`src/rtl/sdiv_pkg.sv`:
```
// Shared types and helpers for the sequential signed divider.
package sdiv_pkg;

  typedef enum logic [1:0] {
    IDLE,
    CALC,
    FIX
  } sdiv_state_t;

  // Counter must hold the value N itself, not just N-1.
  function automatic int cnt_width(input int n);
    return $clog2(n + 1);
  endfunction

endpackage

```
`src/rtl/sdiv_step.sv`:
```
// One restoring shift-subtract iteration on unsigned magnitudes.
module sdiv_step #(
  parameter int N = 8
) (
  input  logic [N-1:0] rem,
  input  logic [N-1:0] quo,
  input  logic [N-1:0] divisor,
  output logic [N-1:0] next_rem,
  output logic [N-1:0] next_quo
);

  logic [N:0]   rem_sh;
  logic [N-1:0] diff;
  logic         fits;

  // When the trial fits the true difference is below divisor, so N bits suffice.
  always_comb begin
    rem_sh   = {rem, quo[N-1]};
    fits     = (rem_sh >= {1'b0, divisor});
    diff     = rem_sh[N-1:0] - divisor;
    next_rem = fits ? diff : rem_sh[N-1:0];
    next_quo = {quo[N-2:0], fits};
  end

endmodule

```
`src/rtl/sync_sdiv.sv`:
```
// N-bit sequential signed divider (restoring, N iterations plus a sign-fix cycle).
// Optional SDIV_UNSIGNED_EN adds a sign_en input selecting unsigned operation.
module sync_sdiv
  import sdiv_pkg::*;
#(
  parameter int N = 8
) (
  input  logic         clk,
  input  logic         reset,
  input  logic         start,
`ifdef SDIV_UNSIGNED_EN
  input  logic         sign_en,
`endif
  input  logic [N-1:0] a,
  input  logic [N-1:0] b,
  output logic         busy,
  output logic         done,
  output logic [N-1:0] quotient,
  output logic [N-1:0] remainder,
  output logic         div_by_zero
);

  localparam int CW = cnt_width(N);

  sdiv_state_t   state, next_state;
  logic [N-1:0]  rem, quo, divisor;
  logic [N-1:0]  next_rem, next_quo;
  logic [N-1:0]  abs_a, abs_b;
  logic [CW-1:0] count;
  logic          sign_q, sign_r, zero_flag;
  logic          signed_mode;

`ifdef SDIV_UNSIGNED_EN
  assign signed_mode = sign_en;
`else
  assign signed_mode = 1'b1;
`endif

  // N-bit negation keeps |-2^(N-1)| = 2^(N-1) as an unsigned magnitude.
  assign abs_a = (signed_mode && a[N-1]) ? -a : a;
  assign abs_b = (signed_mode && b[N-1]) ? -b : b;
  assign busy  = (state != IDLE);

  sdiv_step #(.N(N)) u_step (
    .rem     (rem),
    .quo     (quo),
    .divisor (divisor),
    .next_rem(next_rem),
    .next_quo(next_quo)
  );

  always_ff @(posedge clk) begin
    if (reset) state <= IDLE;
    else       state <= next_state;
  end

  always_comb begin
    next_state = state;
    unique case (state)
      IDLE:    if (start) next_state = (b == '0) ? FIX : CALC;
      CALC:    if (count == CW'(1)) next_state = FIX;
      FIX:     next_state = IDLE;
      default: next_state = IDLE;
    endcase
  end

  // Divide by zero preloads quo/rem with the final answer so FIX needs no special case.
  always_ff @(posedge clk) begin
    if (reset) begin
      rem         <= '0;
      quo         <= '0;
      divisor     <= '0;
      count       <= '0;
      sign_q      <= 1'b0;
      sign_r      <= 1'b0;
      zero_flag   <= 1'b0;
      quotient    <= '0;
      remainder   <= '0;
      div_by_zero <= 1'b0;
      done        <= 1'b0;
    end else begin
      done <= 1'b0;
      unique case (state)
        IDLE: begin
          if (start) begin
            count <= CW'(N);
            if (b == '0) begin
              zero_flag <= 1'b1;
              rem       <= a;
              quo       <= '1;
              sign_q    <= 1'b0;
              sign_r    <= 1'b0;
            end else begin
              zero_flag <= 1'b0;
              rem       <= '0;
              quo       <= abs_a;
              divisor   <= abs_b;
              sign_q    <= signed_mode & (a[N-1] ^ b[N-1]);
              sign_r    <= signed_mode & a[N-1];
            end
          end
        end
        CALC: begin
          rem   <= next_rem;
          quo   <= next_quo;
          count <= count - CW'(1);
        end
        FIX: begin
          quotient    <= sign_q ? -quo : quo;
          remainder   <= sign_r ? -rem : rem;
          div_by_zero <= zero_flag;
          done        <= 1'b1;
        end
        default: ;
      endcase
    end
  end

endmodule

```
`config.mk`:
```
export PLATFORM = sky130hd
export DESIGN_NAME = sync_sdiv
export DESIGN_NICKNAME = d
export VERILOG_FILES = /design/src/rtl/sdiv_pkg.sv /design/src/rtl/sdiv_step.sv /design/src/rtl/sync_sdiv.sv
export SDC_FILE = /design/constraint.sdc
export NUM_CORES = 1
export LEC_CHECK = 0
export ABC_AREA = 1
export BUFFER_PORTS_ARGS = -buffer_cell sky130_fd_sc_hd__buf_4
export CORE_ASPECT_RATIO = 1.4
export CORE_MARGIN = 4
export CORE_UTILIZATION = 35
export DETAILED_ROUTE_END_ITERATION = 16
export PLACE_DENSITY_LB_ADDON = 0.05
export SETUP_SLACK_MARGIN = 0.2
export SLEW_MARGIN = 15
export SYNTH_ARGS = -nofsm -noshare
export SYNTH_HDL_FRONTEND = slang
export SYNTH_SLANG_ARGS = --single-unit
export TNS_END_PERCENT = 30
```
`constraint.sdc`:
```
create_clock -name clk -period 2.2 [get_ports clk]
set_clock_uncertainty 0.15 [all_clocks]
set_input_delay 0.33 -clock clk [delete_from_list [all_inputs] [get_ports clk]]
set_output_delay 0.33 -clock clk [all_outputs]
set_load 0.01 [all_outputs]
```
==> results.py <==
metrics = {
    "global_routing": {
        "antenna_found_initial": 0,
        "grt_pass1_vias": 2870,
        "grt_overflow": 0,
        "grt_max_degree": 33,
        "grtUsageTotal": 0.173,
        "grt_pass1_wl_um": 14200,
    },
    "logic_synthesis": {
        "synthTopCellsByCount": "69 x nand2_1, 58 x a21oi_1, 51 x dfxtp_1",
        "synthDistinctLibCells": 41,
        "synth_top_area_frac": 0.329,
        "synth-seq-area-share": 0.329,
        "yosys.area.top_type": "dfxtp_1",
        "ys_async_sr_fraction": 0,
        "syn_avg_cell_area_um2": 7.00,
        "synthFlopType": "dfxtp_1",
        "synth_warnings": 0,
        "synthCells": 443,
        "synth-seq-cells": 51,
        "yosys-top-cells-area": "dfxtp_1 33%, a21oi_1 9.4%, nand2_1 8.3%",
        "synth_edf_count": 0,
        "synth_most_common_cell": "nand2_1",
        "syn-num-nets": 477,
        "synth_area_um2": 3100,
    },
    "sta": {
        "worst_slew_pin_slew_ns": 0.645,
        "max_slew_margin": 0.569,
        "fin_crit_sh": 0.870,
        "finalHoldViolations": 0,
        "post-route-min-period_ns": 1.92,
        "tns_ns": 0,
        "finalSetupViolations": 0,
        "clock.fmax_mhz": 522,
        "rsz0062_at_grt": "yes",
        "timing.final.max_slew_violations": 0,
    },
    "route": {
        "num_vias": 3003,
        "drc": 0,
        "drt-wirelength-per-cell_um": 15.3,
        "drt_pass1_iterations": 4,
        "wl_um": 9070,
        "dr.first_iter.drc_count": 187,
        "avgViaCountPerCell": 5.06,
        "postRouteAntennaNets": 0,
    },
    "setup_path": {
        "crit_family": "simple AND/OR/NAND/NOR gates",
        "critPathMaxStageDelay_ns": 0.39,
        "critical_path_class": "register to register",
        "reg2reg_depth": 10,
        "crit_buf_inv": 1,
        "cp_data_required_time_ns": 2.28,
        "rrSetupSlack_ns": 0.28,
        "crit_slowest_cell": "ha_2",
        "crit_chain": "inv_1, ha_2, nand2_2, nor2_2, nand3_2, nand4_4, nand2_1, nand3_1, nand2_1, a21oi_2",
        "arrival_ns": 2.00,
        "end_kind": "register",
        "critPathMostFrequentCell": "nand2_1",
        "critical_path_peak_fanout": 6,
        "reg2reg_to": "rem[3]$_SDFFE_PP0P_",
        "r2r-start": "divisor[5]$_SDFFE_PP0P_",
        "startpoint_type": "register",
    },
    "cts": {
        "htreeDepth": 2,
        "cts_made_buffers": 5,
        "clk_latency_ns": 0.30,
        "cts_root_buf": "clkbuf_16",
        "clock-sinks": 51,
        "clk_pin_slew_ns": 0.07,
        "cts_buffer_depth": 2,
        "cts_tree": "done",
    },
    "die": {
        "num_rows": 40,
        "die_h_um": 119,
        "initial_utilization": 0.360,
        "core_area_um2": 8610,
        "die_area_um2": 10500,
        "die_x_um": 87.6,
        "boundaryPins": 38,
    },
    "power_and_ir_drop": {
        "swShare": 0.339,
        "seq_power_share": 0.340,
        "comb_power_share": 0.348,
        "p_sw_mw": 1.09,
        "p_per_area_nw_per_um2": 826,
        "ir_drop_v": 0.000400,
        "p_int_mw": 2.12,
        "p_leak_nw": 1.67,
        "p_clk_frac": 0.312,
    },
    "finish": {
        "diodes": 0,
        "final_cell_area_um2": 3880,
        "syn_to_final_growth_pct": 25.1,
        "drive_gt1_frac": 0.223,
        "nNetsFinal": 522,
    },
    "hold_path": {
        "min_delay_path_depth": 3,
        "hold_start": "b[0]",
        "min_path_type": "input pin to register",
        "min_to": "divisor[0]$_SDFFE_PP0P_",
    },
    "placed_design": {
        "port-buffer-count": 37,
        "dp_hpwl_um": 6830,
        "placed_cell_area_um2": 3520,
        "gp_congestion": 0.879,
    },
    "run": {
        "maxCapViolCount": 0,
    },
    "status": {
        "status": "finished, final reports clean",
    },
}
==> timing repair <==
item,CTS,global route
resized for setup,4,27
setup buffers,0,3
pin swaps,0,6
hold buffers,0,0
setup endpoints to repair,9,9
gates cloned,0,1
==> metal layers <==
layer / part of all wire / global-route usage / up-vias
met2: 0.51 / 0.292 / 78
met3: 0.043 / 0.0298 / 19
met4: 0.028 / 0.0624 / 0
met5: 0 / 0 / -
met1: 0.42 / 0.216 / 1347
li1: - / - / 1559
==> final cells by class <==
cell class / instances / area, um2
clock inverter: 2 / 60.1
clock buffer: 6 / 129
fill: 935 / 4730
timing repair buffer: 53 / 398
inverter: 54 / 205
tap: 105 / 131
sequential: 51 / 1030
multi-input combinational: 323 / 1930
==> per-stage QoR <==
| stage | instances | worst slack [ns] | total power, mW | hold slack, ns | util |
|---|---|---|---|---|---|
| finish | 594 | 0.285 | 3.21 | 0.172 | 0.451 |
| global route | 594 | 0.162 | 3.41 | 0.185 | 0.451 |
| CTS | 590 | 0.207 | 3.09 | 0.172 | 0.433 |
| detailed placement | 582 | 0.0678 | 2.07 | 0.328 | 0.409 |
| global placement | 582 | 0.0714 | 2.07 | 0.321 | 0.409 |
| floorplan | 443 | 0.374 | 1.80 | 0.290 | - |
==> how the worst max path moves through the flow <==
stage / from / endpoint / slack (ns) / depth (start not counted)
6_report: divisor[5]$_SDFFE_PP0P_ / rem[3]$_SDFFE_PP0P_ / 0.28 / 10
5_1_grt: divisor[4]$_SDFFE_PP0P_ / rem[3]$_SDFFE_PP0P_ / 0.16 / 11
4_1_cts: divisor[1]$_SDFFE_PP0P_ / rem[3]$_SDFFE_PP0P_ / 0.21 / 11
3_5_place_dp: rem[3]$_SDFFE_PP0P_ / rem[3]$_SDFFE_PP0P_ / 0.07 / 9
3_3_place_gp: rem[3]$_SDFFE_PP0P_ / rem[3]$_SDFFE_PP0P_ / 0.07 / 9
2_1_floorplan: quo[7]$_SDFFE_PP0P_ / rem[6]$_SDFFE_PP0P_ / 0.37 / 10
==> power by group through the flow <==
stage	logic [mW]	clock network [mW]	registers, mW
6_report	1.12	1.00	1.09
5_1_grt	1.25	1.06	1.10
3_3_place_gp	0.962	0	1.10
2_1_floorplan	0.708	0	1.09
4_1_cts	0.972	1.03	1.08
3_5_place_dp	0.962	0	1.10
==> sequential cells by signal, indices dropped and copies added, names as in the netlist <==
name,flops
count,4
remainder,8
sign_q,1
div_by_zero,1
quo,8
zero_flag,1
sign_r,1
divisor,8
done,1
rem,8
quotient,8
state,2
==> cells by family after synthesis <==
family	Yosys count	synth area share
DFF	51	0.329
buffers and inverters	70	0.0956
xor gates and xnor gates	21	0.0593
adders and majority gates	15	0.0629
AOI/OAI and AO/OA	122	0.208
and+or+nand+nor	164	0.246
==> worst register-to-register path, stage by stage, from the launching register on <==
cell     delay [ns]
dfxtp_1        0.32
inv_1          0.04
ha_2           0.39
nand2_2        0.09
nor2_2         0.17
nand3_2        0.15
nand4_4        0.16
nand2_1        0.07
nand3_1        0.12
nand2_1        0.08
a21oi_2        0.10
==> layout by cell type, fill, tap and decap left out, types with 3 or more instances in the layout <==
| master | synthesis | routed |
|---|---|---|
| nand2_1 | 69 | 68 |
| a21oi_1 | 58 | 57 |
| buf_4 | 4 | 53 |
| inv_1 | 49 | 49 |
| o21ai_0 | 48 | 48 |
| dfxtp_1 | 51 | 46 |
| nor2_1 | 35 | 30 |
| nand3_1 | 31 | 28 |
| xor2_1 | 13 | 13 |
| xnor2_1 | 8 | 8 |
| nor2_2 | 2 | 7 |
| nor3_1 | 7 | 7 |
| ha_1 | 14 | 6 |
| ha_4 | 0 | 5 |
| clkbuf_16 | 0 | 5 |
| dfxtp_2 | 0 | 5 |
| a21oi_2 | 4 | 4 |
| nand2_2 | 3 | 4 |
| nand3_2 | 2 | 4 |
| inv_2 | 4 | 4 |
| a31oi_1 | 3 | 3 |
| o21ai_1 | 3 | 3 |
| ha_2 | 0 | 3 |
Note: power is estimated with default switching activity, not from simulation.
